`src/rtl/avln_pkt_gen.sv`:
```
// avln_pkt_gen: Avalon-ST test packet source for board bring-up and loopback.
// Emits framed packets with byte i = (seq + i) mod 256, length/gap/run/pause
// taken from the board switches. Output is fully registered, no backpressure.
// Optional build macro: AVLN_PKT_GEN_BUBBLE_EN adds pseudo-random valid bubbles
// inside packets (16-bit LFSR, taps 16,14,13,11, seed 16'hACE1).
//
// Stream handshake: out.valid qualifies a beat; there is no ready, so every
// cycle with out.valid=1 is a transferred beat. When out.valid=0, sop/eop/empty
// are 0 and data holds its previous value.

package avln_pkg;
   localparam int AVLN_DATA_BYTES = 8;
   localparam int AVLN_EMPTY_W    = $clog2(AVLN_DATA_BYTES);

   typedef struct packed {
      logic [AVLN_DATA_BYTES*8-1:0] data;
      logic                         sop;
      logic                         eop;
      logic [AVLN_EMPTY_W-1:0]      empty;
      logic                         valid;
   } avln_st;
endpackage

module avln_pkt_gen
   import avln_pkg::*;
#(
   parameter int DATA_BYTES = AVLN_DATA_BYTES,
   parameter int MIN_LEN    = 64
) (
   input  logic        sys_clk,
   input  logic        reset_n,
   input  logic [17:0] SW,
   output avln_st      out,
   output logic [1:0]  dbg_state
);

   localparam int          EW         = $clog2(DATA_BYTES);
   localparam logic [10:0] MIN_LEN_L  = 11'(MIN_LEN);
   localparam logic [10:0] BEAT_BYTES = 11'(DATA_BYTES);

   typedef enum logic [1:0] {
      IDLE = 2'd0,
      SEND = 2'd1,
      GAP  = 2'd2
   } state_t;

   state_t      state_q, state_d;
   logic [10:0] len_q, len_d;     // latched packet length in bytes
   logic [8:0]  beat_q, beat_d;   // beat index within the packet
   logic [10:0] byte_q, byte_d;   // packet byte offset of the current beat
   logic [15:0] seq_q, seq_d;     // packet sequence number
   logic [4:0]  gap_q, gap_d;     // remaining gap cycles
   avln_st      out_q, out_d;

   logic                    run;
   logic                    pause;
   logic                    stall;
   logic                    last_beat;
   logic [10:0]             sw_len;
   logic [10:0]             req_len;
   logic [4:0]              sw_gap;
   logic [EW-1:0]           len_lo;
   logic [DATA_BYTES*8-1:0] beat_data;

   assign run     = SW[0];
   assign pause   = SW[1];
   assign sw_len  = SW[12:2];
   assign sw_gap  = SW[17:13];
   assign req_len = (sw_len < MIN_LEN_L) ? MIN_LEN_L : sw_len;

   // byte_q is always a whole number of beats, so the last beat's empty count
   // is just (-LEN) modulo DATA_BYTES (DATA_BYTES is a power of two).
   assign last_beat = ({1'b0, byte_q} + {1'b0, BEAT_BYTES}) >= {1'b0, len_q};
   assign len_lo    = len_q[EW-1:0];

`ifdef AVLN_PKT_GEN_BUBBLE_EN
   logic [15:0] lfsr_q, lfsr_d;

   // Fibonacci LFSR step, advancing every cycle
   always_comb begin
      lfsr_d = {lfsr_q[14:0], lfsr_q[15] ^ lfsr_q[13] ^ lfsr_q[12] ^ lfsr_q[10]};
   end

   // LFSR register, reseeded on reset
   always_ff @(posedge sys_clk) begin
      if (!reset_n) lfsr_q <= 16'hACE1;
      else          lfsr_q <= lfsr_d;
   end

   assign stall = pause | (lfsr_q[1:0] == 2'b00);
`else
   assign stall = pause;
`endif

   // Pattern bytes for the current beat; byte 0 of the beat lands in the MSB lane
   always_comb begin
      beat_data = '0;
      for (int j = 0; j < DATA_BYTES; j++) begin
         if (({1'b0, byte_q} + 12'(j)) < {1'b0, len_q})
            beat_data[(DATA_BYTES-1-j)*8 +: 8] = seq_q[7:0] + byte_q[7:0] + 8'(j);
      end
   end

   // Next-state and next-output logic for the IDLE/SEND/GAP sequencer
   always_comb begin
      state_d        = state_q;
      len_d          = len_q;
      beat_d         = beat_q;
      byte_d         = byte_q;
      seq_d          = seq_q;
      gap_d          = gap_q;
      out_d          = '0;
      out_d.data     = out_q.data;

      case (state_q)
         IDLE: begin
            if (run) begin
               len_d   = req_len;
               beat_d  = '0;
               byte_d  = '0;
               state_d = SEND;
            end
         end

         SEND: begin
            if (!stall) begin
               out_d.valid = 1'b1;
               out_d.data  = beat_data;
               out_d.sop   = (beat_q == 9'd0);
               out_d.eop   = last_beat;
               out_d.empty = last_beat ? ({EW{1'b0}} - len_lo) : '0;
               if (last_beat) begin
                  seq_d  = seq_q + 16'd1;
                  beat_d = '0;
                  byte_d = '0;
                  gap_d  = sw_gap;
                  if (sw_gap != 5'd0) begin
                     state_d = GAP;
                  end else if (run) begin
                     len_d   = req_len;
                     state_d = SEND;
                  end else begin
                     state_d = IDLE;
                  end
               end else begin
                  beat_d = beat_q + 9'd1;
                  byte_d = byte_q + BEAT_BYTES;
               end
            end
         end

         GAP: begin
            gap_d = gap_q - 5'd1;
            if (gap_q <= 5'd1) begin
               if (run) begin
                  len_d   = req_len;
                  state_d = SEND;
               end else begin
                  state_d = IDLE;
               end
            end
         end

         default: state_d = IDLE;
      endcase
   end

   // State, counters and registered stream output
   always_ff @(posedge sys_clk) begin
      if (!reset_n) begin
         state_q <= IDLE;
         len_q   <= '0;
         beat_q  <= '0;
         byte_q  <= '0;
         seq_q   <= '0;
         gap_q   <= '0;
         out_q   <= '0;
      end else begin
         state_q <= state_d;
         len_q   <= len_d;
         beat_q  <= beat_d;
         byte_q  <= byte_d;
         seq_q   <= seq_d;
         gap_q   <= gap_d;
         out_q   <= out_d;
      end
   end

   assign out       = out_q;
   assign dbg_state = state_q;

endmodule

```
`config.mk`:
```
export PLATFORM = sky130hd
export DESIGN_NAME = avln_pkt_gen
export DESIGN_NICKNAME = d
export VERILOG_FILES = /design/src/rtl/avln_pkt_gen.sv
export SDC_FILE = /design/constraint.sdc
export NUM_CORES = 1
export LEC_CHECK = 0
export CAP_MARGIN = 20
export CORE_MARGIN = 2
export CORE_UTILIZATION = 45
export CTS_CLUSTER_SIZE = 16
export DETAILED_ROUTE_END_ITERATION = 10
export GPL_TIMING_DRIVEN = 0
export PLACE_DENSITY = 0.68
export RECOVER_POWER = 25
export SLEW_MARGIN = 20
export SYNTH_ARGS = -nofsm -noshare
export SYNTH_HDL_FRONTEND = slang
export SYNTH_SLANG_ARGS = --single-unit
```
`constraint.sdc`:
```
create_clock -name sys_clk -period 7.6 [get_ports sys_clk]
set_input_delay 2.28 -clock sys_clk [delete_from_list [all_inputs] [get_ports sys_clk]]
set_output_delay 2.28 -clock sys_clk [all_outputs]
set_load 0.02 [all_outputs]
```
# Word level (Yosys, flattened, before mapping)
# Cells that the tools add are included.
[op_classes] n_reduce_logical=15 muxes=34 magnitude_cmp=11 eq_ne=7 bitwise=4 addsub=21
[ops] op="2-to-1 mux 11 bit" n=9
[ops] op="less-than comparator 12 x 11 -> 1 bit" n=7
[ops] op="2-to-1 mux 8 bit" n=8
[ops] op="adder 11 x 3 -> 12 bit (second input constant)" n=4
[ops] op="one-hot mux 11 bit (3 select lines)" n=1
[ops] op="adder 8 x 3 -> 8 bit (second input constant)" n=4
[ops] op="2-to-1 mux 9 bit" n=3
[ops] op="adder 11 x 2 -> 12 bit (second input constant)" n=2
[ops] op="one-hot mux 11 bit (2 select lines)" n=1
[ops] op="one-hot mux 9 bit (2 select lines)" n=1
[ops] op="adder 16 x 1 -> 16 bit (second input constant)" n=1
[ops] op="adder 8 x 2 -> 8 bit (second input constant)" n=2
[ops] op="adder 11 x 1 -> 12 bit (second input constant)" n=1
[ops] op="adder 11 x 4 -> 12 bit (second input constant)" n=1
[ops] op=">= comparator 12 x 11 -> 1 bit" n=1
[ops] op="adder 11 x 4 -> 11 bit (second input constant)" n=1
[ops] op="less-than comparator 11 bit" n=1
[ops] op="less-than comparator 11 x 7 -> 1 bit (second input constant)" n=1
[ops] op="2-to-1 mux 2 bit" n=5
[ops] op="2-to-1 mux 5 bit" n=2
[ops] op="inequality test 2 bit (second input constant)" n=5
[ops] op="one-hot mux 5 bit (2 select lines)" n=1
[ops] op="adder 9 x 1 -> 9 bit (second input constant)" n=1
[ops] op="logical NOT 9 bit" n=1
[ops] op="other kinds (20)" n=28
[totals] out_inout_bits=72 wordCells=103 regBits=124 inputBits=20

# Logic depth before layout (Yosys ltp)
[logic_depth] depth_word=7 ltp_mapped=12 mapped_depth_nobuf=11

# Worst setup path after synthesis
# OpenSTA, ideal clock, no wires.
[synth_path] path_kind="input -> register" start="input port SW[0]" end="register beat_q[4]" t_required_ns=7.483 path_stages=6 setup_ns=0.117 setup_slack_ns=4.216 arrival_time_ns=3.267 path_buffers=1 path_cell_list="nor2_1 > a211oi_1 > clkbuf_1 > nand4_1 > xor2_1 > nor2_1"
[synth_via] elab_chain_cells=2
[synth_rtl] element="start: declaration" line="32" source="input logic [17:0] SW,"
[synth_rtl] element="inequality test 2 bit (no source line)"
[synth_rtl] element="AND reduction 3 bit (no source line)"
[synth_rtl] element="end signal: assignment" line="181" source="beat_q <= beat_d;"
[synth_rtl] element="end: declaration" line="49" source="logic [8:0] beat_q, beat_d;"
# Every way passes these cells.
# A chain may end at the register's enable or synchronous reset.

# Final worst setup path
[layout_path] start="input port SW[1]" end="register out_q (netlist bit out[37])"
[layout_via] elab_chain_cells=2
[layout_rtl] element="NOT 1 bit (no source line)"
[layout_rtl] element="AND reduction 2 bit (no source line)"
[layout_rtl] element="end signal: assignment" line="185" source="out_q <= out_d;"
[layout_rtl] element="end: declaration" line="53" source="avln_st out_q, out_d;"
# Every way passes these cells.

==> flow_summary.yaml <==
power:
  power_density_nw_per_um2: 230
  peakVddDrop_uv: 140
  p_leak_nw: 3.26
logic_synthesis:
  synth_fp_nets: 810
  syn_inst: 733
  yosysUniqueCellTypes: 59
  async_reset_ff_frac: 0
  yosysSeqAreaShare: 0.363
  synth-edff-count: 0
  yosys-top-cells-area: "dfxtp_1 (36%), ha_1 (11%), nand2_1 (5.1%), xnor2_1 (4.4%), a21oi_1 (3.9%)"
  syn-mean-instance-area_um2: 8.50
  ys_ff_latch: 113
  synthFlopType: "dfxtp_1"
  ys_warn_count: 0
  yosysTopAreaCell: "dfxtp_1"
  syn_area_um2: 6230
  netlist.area_leader.share: 0.363
setup_path:
  reg2reg_slack_ns: 4.22
  critPathLaunch: "SW[1]"
  crit_top_cell: "nand2_1"
  reg2reg_to: "beat_q[6]"
  crit_required_ns: 7.94
  path_buf_inv: 3
  crit_cells: 7
  crit_end: "out[37]"
  cp_cell_sequence: "dlygate4sd3_1 -> nor2_2 -> nand2_1 -> inv_1 -> clkbuf_1 -> nand2_1 -> o21ai_0"
  endpoint_kind: "register"
  arrival_ns: 4.63
  rr_worst_depth: 12
  crit_family: "buffers and inverters"
  cp_slowest_cell: "dlygate4sd3_1"
  start_kind: "primary input"
  reg2reg_from: "byte_q[3]"
  path_max_fanout: 10
  slowest_delay_ns: 0.64
  worstSetupPathType: "in -> reg"
detailed_routing:
  drc: 0
  ant_nets: 0
  drt_wl_total_um: 17200
  vias: 5716
  drt-vias-per-instance: 5.54
  wl_per_cell_um: 16.7
  firstDrtPassIters: 6
  drt-initial-drc-count: 418
timing:
  clock_skew_ns: 0.0104
  slew_violations: 0
  hold_violations: 0
  fin_ws_ns: 3.31
  rsz0062_at_grt: "no"
  fin_crit_ns: 4.29
  setup_viol: 0
  slew_headroom: 0.363
  max_freq_mhz: 233
  tns_ns: 0
  worst_slew_pin_slew_ns: 0.948
  fin_crit_sh: 0.565
clocking:
  clkSinkCount: 113
  clk_path_buf_depth: 2
  cts_setup_buffers: 0
  cts_resized: 0
  cts_htree_levels: 4
  cts_made_buffers: 17
  clk_latency_ns: 0.42
  clockRootBuffer: "clkbuf_16"
  cts_hold_buf: 0
  cts_tree: "done"
  clk_pin_slew_ns: 0.05
finish:
  drive_gt1_frac: 0.0584
  insertedDiodeCount: 0
  fin_nets: 920
  syn2layout_area_growth_pct: 28.4
  fillers: 1167
die:
  die_h_um: 122
  boundaryPins: 92
  initial_core_util: 0.465
  die_area_um2: 14800
  core_area_um2: 13400
  die_w_um: 122
  rows: 42
placement:
  place_hpwl_um: 13100
  io_buffers: 91
  pre_cts_ws_ns: 3.02
  place.gp.congestion: 0.903
global_route:
  overflow: 0
  grt_max_degree: 17
  grt_pass1_vias: 5481
  grt_use_total: 0.241
  antenna_found_initial: 0
  grt_pass1_wl_um: 27600
flow_run:
  cap_violations: 0
status:
  outcome: "finished, final reports clean"
worst_hold_path:
  hold_class: "reg -> reg"
synth_stat cells, types with 2 or more instances:
master    instances
a211o_1           3
a211oi_1          5
a21boi_0          6
a21o_1            8
a21oi_1          48
a21oi_2           2
a22o_1           11
a22oi_1          14
a31oi_1           7
a32o_1           10
a32oi_1           2
and2_1            3
and3_1            9
and4_1            2
buf_2             7
clkbuf_1         37
dfxtp_1         113
ha_1             57
inv_1            29
mux2i_1          12
nand2_1          84
nand2b_1          8
nand3_1          21
nand3_2           2
nand4_1           8
nor2_1           59
nor2_2            2
nor2b_1           2
nor3_1           12
nor4_1            4
nor4b_1           3
o211a_1           2
o211ai_1          3
o21a_1            7
o21ai_0          36
o21ai_2           2
o21bai_1          2
o221ai_1          2
o31ai_1           5
or3_1             7
or4_1             4
xnor2_1          31
xor2_1           26
power by group:
group	switching [mW]	leakage, nW	internal, mW
Combinational	0.219	2.03	0.126
Sequential	0.0206	0.914	0.617
Clock	0.277	0.317	0.582
Total	0.517	3.26	1.32
registers in the layout, summed over array words and instances, names as in the netlist:
name       count
len_q         11
byte_q         8
dbg_state      2
out           70
gap_q          5
seq_q          8
beat_q         9
worst min path at each step:
stage / from / to / slack [ns] / depth (start not counted)
after detailed placement: out[8] / out[8] / 0.44 / 2
after global routing: out[31] / out[31] / 0.47 / 2
after floorplan: len_q[10] / len_q[10] / 0.44 / 2
after global placement: out[60] / out[60] / 0.44 / 2
final: out[8] / out[8] / 0.44 / 2
after CTS: out[8] / out[8] / 0.46 / 2
area by class of cell:
type	instances	area, um^2	share of cell area
multi-input cells	543	3650	0.457
flip-flops and latches	113	2260	0.283
repair buffers	91	911	0.114
clock buffers	23	488	0.0610
well taps	176	220	0.0275
plain buffers	47	196	0.0246
clock inverters	9	153	0.0191
inverters	30	113	0.0141
kinds of logic after synthesis:
logic type      count (synthesis)  share of synthesized area
xor+xnor                       58                     0.0827
buf+inv                        77                     0.0496
fa+ha+maj                      57                      0.114
mux                            13                     0.0217
flops                         113                      0.363
other cells                     1                   0.000602
simple gates                  234                      0.175
compound gates                180                      0.192
tightest hold or removal path, cell delays in order, from the launching register on:
cell     delay (ns)
dfxtp_1        0.32
nand2_1        0.04
o21ai_0        0.05
placed cells by master, fill, tap and decap left out, drive strengths merged, types with 5 or more instances in the layout:
cell,instances
nand4,8
o21a,7
nor2,61
xnor2,32
mux2i,12
nand3,23
o31ai,5
a22o,11
a21o,8
buf,10
nor3,12
a21oi,50
a211oi,6
xor2,26
a22oi,14
dlygate4sd3,40
ha,57
a21boi,6
or3,7
o21ai,38
nand2,85
dfxtp,113
a32o,10
a31oi,7
clkdlybuf4s50,51
inv,29
and3,9
nand2b,8
clkinv,6
clkbuf,60
stage by stage:
stage          hold slack, ns   util  power (mW)  instances  area, um^2
2_1_floorplan           0.438      -       0.872        733        6230
3_3_place_gp            0.440  0.549       0.983       1000        7360
3_5_place_dp            0.443  0.549       0.993       1000        7360
4_1_cts                 0.455  0.597        1.85       1032        8000
5_1_grt                 0.472  0.597        1.91       1032        8000
6_report                0.442  0.597        1.84       1032        8000
routing by layer:
metal / routed length (um) / GRT usage / vias to the layer above
met2: 8250 / 0.407 / 165
li1: - / - / 2791
met5: 0 / 0 / -
met4: 359 / 0.0920 / 0
met1: 7810 / 0.305 / 2737
met3: 793 / 0.0445 / 23
Note: power is estimated with default switching activity, not from simulation.
